==> src/rtl/alu_md_unit.sv <==
// EX-stage execution unit: one-cycle registered ALU plus an independent
// iterative multiply/divide engine that owns the HI/LO registers.
module alu_md_unit #(
  parameter int WIDTH = 32,
  parameter int SHW   = $clog2(WIDTH)
) (
  input  logic             clk,
  input  logic             rst_n,
  input  logic             in_valid,
  input  logic [3:0]       ALUctr,
  input  logic [WIDTH-1:0] A,
  input  logic [WIDTH-1:0] B,
  input  logic [SHW-1:0]   shift,
  output logic             out_valid,
  output logic [WIDTH-1:0] op,
  output logic             zero,
  output logic             overflow,
  input  logic             md_start,
  input  logic [1:0]       md_op,
  input  logic [WIDTH-1:0] md_a,
  input  logic [WIDTH-1:0] md_b,
  output logic             md_busy,
  output logic             md_done,
  output logic             md_div0,
  output logic [WIDTH-1:0] hi,
  output logic [WIDTH-1:0] lo
);

  typedef enum logic [3:0] {
    ALU_ADD = 4'b0000, ALU_SUB, ALU_AND, ALU_OR, ALU_XOR, ALU_SLLV, ALU_NOR, ALU_SRAV,
    ALU_SLL, ALU_SRL, ALU_GTZ, ALU_LEZ, ALU_NE, ALU_SLT, ALU_SRLV, ALU_SLTU
  } alu_ctr_e;

  typedef enum logic {MD_IDLE, MD_RUN} md_state_e;

  // ---------------------------------------------------------------- ALU path
  logic [WIDTH-1:0] sum, diff, alu_res;
  logic [SHW-1:0]   var_sh;
  logic             alu_ovf;

  assign sum    = A + B;
  assign diff   = A - B;
  assign var_sh = B[SHW-1:0];

  // NOTE: every variable gets a default at the top of a combinational block,
  // so no path can leave it unassigned and infer a latch.
  always_comb begin
    alu_res = '0;
    alu_ovf = 1'b0;
    case (alu_ctr_e'(ALUctr))
      ALU_ADD: begin
        alu_res = sum;
        alu_ovf = (A[WIDTH-1] == B[WIDTH-1]) && (sum[WIDTH-1] != A[WIDTH-1]);
      end
      ALU_SUB: begin
        alu_res = diff;
        alu_ovf = (A[WIDTH-1] != B[WIDTH-1]) && (diff[WIDTH-1] != A[WIDTH-1]);
      end
      ALU_AND:  alu_res = A & B;
      ALU_OR:   alu_res = A | B;
      ALU_XOR:  alu_res = A ^ B;
      ALU_SLLV: alu_res = A << var_sh;
      ALU_NOR:  alu_res = ~(A | B);
      ALU_SRAV: alu_res = $signed(A) >>> var_sh;
      ALU_SLL:  alu_res = A << shift;
      ALU_SRL:  alu_res = A >> shift;
      ALU_GTZ:  alu_res[0] = ~A[WIDTH-1] & (|A);
      ALU_LEZ:  alu_res[0] = A[WIDTH-1] | ~(|A);
      ALU_NE:   alu_res[0] = (A != B);
      ALU_SLT:  alu_res[0] = ($signed(A) < $signed(B));
      ALU_SRLV: alu_res = A >> var_sh;
      ALU_SLTU: alu_res[0] = (A < B);
      default:  alu_res = '0;
    endcase
  end

  // NOTE: sequential state is written with non-blocking assignments so every
  // flop samples pre-edge values regardless of process ordering.
  always_ff @(posedge clk or negedge rst_n) begin
    if (!rst_n) begin
      out_valid <= 1'b0;
      op        <= '0;
      zero      <= 1'b0;
      overflow  <= 1'b0;
    end else begin
      out_valid <= in_valid;
      if (in_valid) begin
        op       <= alu_res;
        zero     <= (alu_res == '0);
        overflow <= alu_ovf;
      end
    end
  end

  // ------------------------------------------------------- mul/div engine
  md_state_e        state, state_nxt;
  logic [SHW-1:0]   cnt;
  logic [WIDTH-1:0] acc_hi, acc_lo, opnd;
  logic             neg_a, neg_b, is_div, b_zero;
  logic             md_accept, md_last;
  logic             is_signed;
  logic [WIDTH-1:0] mag_a, mag_b;

  assign is_signed = ~md_op[0];
  assign mag_a     = (is_signed && md_a[WIDTH-1]) ? -md_a : md_a;
  assign mag_b     = (is_signed && md_b[WIDTH-1]) ? -md_b : md_b;

  always_ff @(posedge clk or negedge rst_n) begin
    if (!rst_n) state <= MD_IDLE;
    else        state <= state_nxt;
  end

  always_comb begin
    state_nxt = state;
    case (state)
      MD_IDLE: if (md_start)    state_nxt = MD_RUN;
      MD_RUN:  if (cnt == '0)   state_nxt = MD_IDLE;
      default:                  state_nxt = MD_IDLE;
    endcase
  end

  always_comb begin
    md_busy   = (state == MD_RUN);
    md_accept = (state == MD_IDLE) && md_start;
    md_last   = (state == MD_RUN) && (cnt == '0);
  end

  // One iteration: shift-add for multiply, restoring subtract for divide.
  logic [WIDTH:0]   mul_sum, div_shl, div_dif;
  logic             div_ge;
  logic [WIDTH-1:0] hi_step, lo_step;

  always_comb begin
    mul_sum = {1'b0, acc_hi} + (acc_lo[0] ? {1'b0, opnd} : '0);
    div_shl = {acc_hi, acc_lo[WIDTH-1]};
    div_dif = div_shl - {1'b0, opnd};
    div_ge  = ~div_dif[WIDTH];
    if (is_div) begin
      hi_step = div_ge ? div_dif[WIDTH-1:0] : div_shl[WIDTH-1:0];
      lo_step = {acc_lo[WIDTH-2:0], div_ge};
    end else begin
      hi_step = mul_sum[WIDTH:1];
      lo_step = {mul_sum[0], acc_lo[WIDTH-1:1]};
    end
  end

  // With a zero divisor every step just shifts the dividend into acc_hi, so
  // the sign-fixed remainder is the original dividend without extra storage.
  logic [2*WIDTH-1:0] prod_mag, prod_fix;
  logic [WIDTH-1:0]   quo_fix, rem_fix, hi_fin, lo_fin;

  always_comb begin
    prod_mag = {hi_step, lo_step};
    prod_fix = (neg_a ^ neg_b) ? -prod_mag : prod_mag;
    quo_fix  = (neg_a ^ neg_b) ? -lo_step : lo_step;
    rem_fix  = neg_a ? -hi_step : hi_step;
    if (!is_div) begin
      hi_fin = prod_fix[2*WIDTH-1:WIDTH];
      lo_fin = prod_fix[WIDTH-1:0];
    end else if (b_zero) begin
      hi_fin = rem_fix;
      lo_fin = '1;
    end else begin
      hi_fin = rem_fix;
      lo_fin = quo_fix;
    end
  end

  // NOTE: the iteration registers are reset too, so a reset mid-RUN can
  // never leave a half-built operand that leaks into a later result.
  always_ff @(posedge clk or negedge rst_n) begin
    if (!rst_n) begin
      cnt    <= '0;
      acc_hi <= '0;
      acc_lo <= '0;
      opnd   <= '0;
      neg_a  <= 1'b0;
      neg_b  <= 1'b0;
      is_div <= 1'b0;
      b_zero <= 1'b0;
    end else if (md_accept) begin
      cnt    <= SHW'(WIDTH-1);
      neg_a  <= is_signed & md_a[WIDTH-1];
      neg_b  <= is_signed & md_b[WIDTH-1];
      is_div <= md_op[1];
      b_zero <= (md_b == '0);
      acc_hi <= '0;
      acc_lo <= md_op[1] ? mag_a : mag_b;
      opnd   <= md_op[1] ? mag_b : mag_a;
    end else if (md_busy) begin
      acc_hi <= hi_step;
      acc_lo <= lo_step;
      if (cnt != '0) cnt <= cnt - SHW'(1);
    end
  end

  always_ff @(posedge clk or negedge rst_n) begin
    if (!rst_n) begin
      md_done <= 1'b0;
      md_div0 <= 1'b0;
      hi      <= '0;
      lo      <= '0;
    end else begin
      md_done <= md_last;
      if (md_last) begin
        hi      <= hi_fin;
        lo      <= lo_fin;
        md_div0 <= is_div & b_zero;
      end
    end
  end

endmodule
==> config.mk <==
export PLATFORM = sky130hd
export DESIGN_NAME = alu_md_unit
export DESIGN_NICKNAME = d
export VERILOG_FILES = /design/src/rtl/alu_md_unit.sv
export SDC_FILE = /design/constraint.sdc
export NUM_CORES = 2
export LEC_CHECK = 0
export BUFFER_PORTS_ARGS = -buffer_cell sky130_fd_sc_hd__buf_2
export CAP_MARGIN = 20
export CORE_ASPECT_RATIO = 2
export CORE_UTILIZATION = 53
export DETAILED_ROUTE_END_ITERATION = 7
export PLACE_DENSITY_LB_ADDON = 0.1
export SYNTH_ARGS = -nofsm -noshare
export SYNTH_HDL_FRONTEND = slang
export SYNTH_SLANG_ARGS = --single-unit
==> constraint.sdc <==
create_clock -name clk -period 6.2 [get_ports clk]
set_input_delay 0 -clock clk [delete_from_list [all_inputs] [get_ports clk]]
set_output_delay 0 -clock clk [all_outputs]
set_load 0.03 [all_outputs]
==> flow_summary.json, run 1 <==
{
  "ys_warn_count": 0,
  "dieWidth_um": 170,
  "place_congestion": 1.17,
  "synth_edf_count": 0,
  "cts-root-buf": "clkbuf_16",
  "status": "stopped before the end",
  "post_cts_resized": 0,
  "grt_pass1_wl_mm": 349,
  "htree_levels": 1,
  "synth.avg_cell_area_um2": 7.68,
  "grt_usage": 0.803,
  "portBuffers": 244,
  "ys_seq_elements": 207,
  "synth_top_area_frac": 0.174,
  "die_h_um": 337,
  "start_util": 0.538,
  "yosysUniqueCellTypes": 107,
  "cts_sinks": 207,
  "yosys-top-cells-count": "429 x nor2_1, 368 x nand2_1, 346 x a21oi_1",
  "async_flop_share": 1.00,
  "rows": 122,
  "clockBufferDepth": 3,
  "post_cts_buffers": 0,
  "synth_area_leaders": "dfrtp_1 17%, mux4_2 9.3%, ha_1 7.3%, a21oi_1 5.8%, nor2_1 5.4%",
  "synth_fp_nets": 4204,
  "tool.error": "[ERROR GRT-0116] Global routing finished with congestion. Check the congestion regions in the DRC Viewer.",
  "grt_pass1_vias": 42400,
  "synth_top_area_cell": "dfrtp_1",
  "grt-ovfl-total": 1332,
  "dp.cells": 4738,
  "synthesis.area_mm2": 0.0298,
  "synthMostInstantiatedCell": "nor2_1",
  "synthCells": 3884,
  "haltStage": "global routing (5_1_grt)",
  "synth_ff_type": "dfrtp_1",
  "cts_buffers": 20,
  "yosysSeqAreaShare": 0.174,
  "ios": 245,
  "dp_hpwl_mm": 139,
  "grt_max_degree": 112
}
## per-stage QoR
stage	worst slack, ns	util	area (um2)	hold WS (ns)
3_5_place_dp	0.495	0.581	32200	0.0905
2_1_floorplan	0.485	-	29800	-0.296
3_3_place_gp	0.540	0.581	32200	0.0895
4_1_cts	0.438	0.598	33100	0.00910
## what timing repair did
item	CTS
hold buffers	25
endpoints found under the hold margin	134
setup endpoints to repair	0
## kinds of logic after synthesis
group                      after synthesis  share of synthesized area
buffers and inverters                  489                     0.0650
AOI/OAI and AO/OA                     1267                      0.280
muxes                                  291                      0.152
xor gates and xnor gates               180                     0.0529
and+or+nand+nor                       1272                      0.201
DFF                                    207                      0.174
adders and majority gates              178                     0.0756
## layer usage
layer,track usage,overflow
met1,0.782,9
met2,1.01,834
met5,0.163,1
met3,0.589,31
met4,0.887,457
==> inputs of run 2 (changes only) <==
--- a/config.mk
+++ b/config.mk
@@ -7,10 +7,9 @@
 export LEC_CHECK = 0
 export BUFFER_PORTS_ARGS = -buffer_cell sky130_fd_sc_hd__buf_2
 export CAP_MARGIN = 20
-export CORE_ASPECT_RATIO = 2
-export CORE_UTILIZATION = 53
+export CORE_UTILIZATION = 38
 export DETAILED_ROUTE_END_ITERATION = 7
-export PLACE_DENSITY_LB_ADDON = 0.1
+export PLACE_DENSITY_LB_ADDON = 0.15
 export SYNTH_ARGS = -nofsm -noshare
 export SYNTH_HDL_FRONTEND = slang
 export SYNTH_SLANG_ARGS = --single-unit
==> constraint.sdc (replaced) <==
create_clock -name clk -period 8.1 [get_ports clk]
set_input_delay 0 -clock clk [delete_from_list [all_inputs] [get_ports clk]]
set_output_delay 0 -clock clk [all_outputs]
set_load 0.03 [all_outputs]
==> run 2 against run 1 <==
The flow now finishes without violations. Synthesized cell count is the same. Area after synthesis stayed put.
==> flow_summary.json, run 2 <==
{
  "cp_max_fo": 7,
  "tightest_slew_ns": 1.09,
  "ys_seq_elements": 207,
  "worstPathRequired_ns": 8.51,
  "critical_path.top_delay_family": "compound AO/OA/AOI/OAI gates",
  "synth_ff_type": "dfrtp_1",
  "cts_buffers": 27,
  "clk_pin_slew_ns": 0.07,
  "antenna_found_initial": 8,
  "multiInputGateArea_mm2": 0.0228,
  "ys_warn_count": 0,
  "post_cts_buffers": 0,
  "synth.avg_cell_area_um2": 7.68,
  "layout_commonest_cell": "nor2_1",
  "fmax_mhz": 155,
  "start_util": 0.384,
  "crit_type": "register to register",
  "grt_pass1_wl_mm": 207,
  "clkLatencyLatePin_ns": 0.57,
  "yosysSeqAreaShare": 0.174,
  "switching_share": 0.548,
  "drc_errors": 0,
  "switchingPower_mw": 6.46,
  "ios": 245,
  "async_flop_share": 1.00,
  "leakagePower_nw": 13.7,
  "finalCritPeriodShare": 0.794,
  "slew_violations": 0,
  "synth_top_area_cell": "dfrtp_1",
  "cp.arrival_ns": 6.84,
  "num_vias": 32000,
  "dr.pass1.iters": 6,
  "synthMostInstantiatedCell": "nor2_1",
  "max_stage_delay_ns": 0.48,
  "synthesis.area_mm2": 0.0298,
  "dp_hpwl_mm": 108,
  "yosys-top-cells-count": "429 x nor2_1, 368 x nand2_1, 346 x a21oi_1",
  "clockBufferDepth": 3,
  "die_h_um": 282,
  "hp-class": "primary input to register",
  "grt_max_degree": 98,
  "utilization": 0.424,
  "drv_cap": 0,
  "dieWidth_um": 282,
  "synth_edf_count": 0,
  "rsz0062_at_grt": "false",
  "crit_cells": 25,
  "critPathCapture": "hi[26]",
  "cts-root-buf": "clkbuf_16",
  "status": "finished, final reports clean",
  "drtIter0Drc": 3169,
  "critical_path_buf_inv_count": 3,
  "rows": 102,
  "portBuffers": 244,
  "p_seq_frac": 0.166,
  "final_cell_mix": "427 x nor2_1, 366 x nand2_1, 345 x a21oi_1, 263 x o21ai_0, 240 x buf_2",
  "synth_area_leaders": "dfrtp_1 17%, mux4_2 9.3%, ha_1 7.3%, a21oi_1 5.8%, nor2_1 5.4%",
  "synthCells": 3884,
  "cp-end-kind": "register",
  "grt-ovfl-total": 0,
  "fill_cells": 8160,
  "htree_levels": 1,
  "r2r_end": "hi[26]",
  "ctsHoldBuffers": 11,
  "antenna_left": 0,
  "cts_sinks": 207,
  "hold_viol": 0,
  "drt_wl_total_mm": 141,
  "synth_fp_nets": 4204,
  "tns_ns": 0,
  "ir_drop_v": 0.000265,
  "power_density_mw_per_mm2": 358,
  "slew_headroom": 0.266,
  "yosysUniqueCellTypes": 107,
  "critPathLaunch": "acc_lo[31]",
  "cts_tree": "built",
  "seq_area_mm2": 0.00519,
  "final.min_clock_period_ns": 6.43,
  "pwr-share-clk": 0.110,
  "core-area_mm2": 0.0776,
  "r2r_cells": 25,
  "post_cts_resized": 0,
  "viasPerCell": 6.38,
  "finalNetCount": 4264,
  "die-area_mm2": 0.0796,
  "ff2ff_setup_slack_ns": 1.67,
  "area_delta_synth_final_pct": 10.3,
  "internal_power_mw": 5.32,
  "grt_usage": 0.346,
  "synth_top_area_frac": 0.174,
  "r2r-start": "acc_lo[31]",
  "wire_per_inst_um": 28.1,
  "drive_gt1_frac": 0.156,
  "cp-start-kind": "register",
  "slowest_stage": "or3_1",
  "place_congestion": 1.06,
  "finalSetupViolCount": 0,
  "combinationalPowerShare": 0.724,
  "clock_skew_ns": 0.0290,
  "grt_pass1_vias": 30400
}
-- run 2: cell counts after synthesis --
Identical to the previous run, type by type.
-- run 2: metal layers --
metal | wire length (um) | up-vias | track usage
met2 | 66000 | 1538 | 0.575
met5 | 13 | - | 0
li1 | - | 14600 | -
met4 | 9500 | 2 | 0.200
met1 | 55100 | 15500 | 0.430
met3 | 10400 | 368 | 0.0460
-- run 2: cell families (layout without fill, tap and decap cells) --
logic type / count (synthesis) / count (layout) / share of synthesized area
other: 0 / 4 / 0
muxes: 291 / 291 / 0.152
adders and majority gates: 178 / 178 / 0.0756
AOI/OAI and AO/OA: 1267 / 1267 / 0.280
DFF: 207 / 207 / 0.174
xor gates and xnor gates: 180 / 180 / 0.0529
and+or+nand+nor: 1272 / 1272 / 0.201
buffers and inverters: 489 / 569 / 0.0650
-- run 2: power by group through the flow --
stage	combinational, mW	clock, mW	sequential [mW]
after floorplan	5.64	0	2.15
after global placement	8.38	0	1.97
after detailed placement	8.34	0	1.99
after CTS	8.40	1.32	1.97
after global routing	9.25	1.36	2.01
final	8.53	1.30	1.95
-- run 2: how the worst min path moves through the flow --
stage / start / to / slack [ns] / cells after the start
global placement: rst_n / opnd[25] / 0.12 / 1
CTS: md_start / acc_lo[31] / 0.005 / 3
finish: md_b[11] / acc_lo[11] / 0.03 / 5
global route: md_start / acc_lo[1] / 0.05 / 3
detailed placement: rst_n / opnd[25] / 0.12 / 1
floorplan: rst_n / acc_hi[0] / -0.30 / 0
-- run 2: through the flow --
| step | setup slack (ns) | hold slack (ns) | instances | power [mW] | instance area (um2) |
|---|---|---|---|---|---|
| final | 1.67 | 0.0251 | 5008 | 11.8 | 32900 |
| after global routing | 1.29 | 0.0523 | 5005 | 12.6 | 32900 |
| after CTS | 1.75 | 0.00478 | 5002 | 11.7 | 32800 |
| after detailed placement | 1.85 | 0.117 | 4942 | 10.3 | 31800 |
| after global placement | 1.94 | 0.120 | 4941 | 10.4 | 31800 |
| after floorplan | 2.38 | -0.296 | 3884 | 7.79 | 29800 |
-- run 2: cell type report --
cell class                      count  share of cell area
Clock inverter                     14             0.00582
Timing Repair Buffer              338              0.0613
Tap cell                         1040              0.0395
Inverter                          182              0.0208
Clock buffer                       35              0.0227
Multi-Input combinational cell   3188               0.692
Antenna cell                        4            0.000304
Sequential cell                   207               0.158
-- run 2: worst register-to-register path, delay by kind of cell (launching register included) --
kind	cells	cell delay [ns]
AO/OA/AOI/OAI	12	2.45
AND/OR/NAND/NOR	6	1.96
adder cells (fa/ha/maj)	3	0.86
XOR/XNOR	1	0.20
buffers and inverters	3	0.36
flip-flops	1	0.43
No activity file was read; power rests on OpenSTA's default activity.
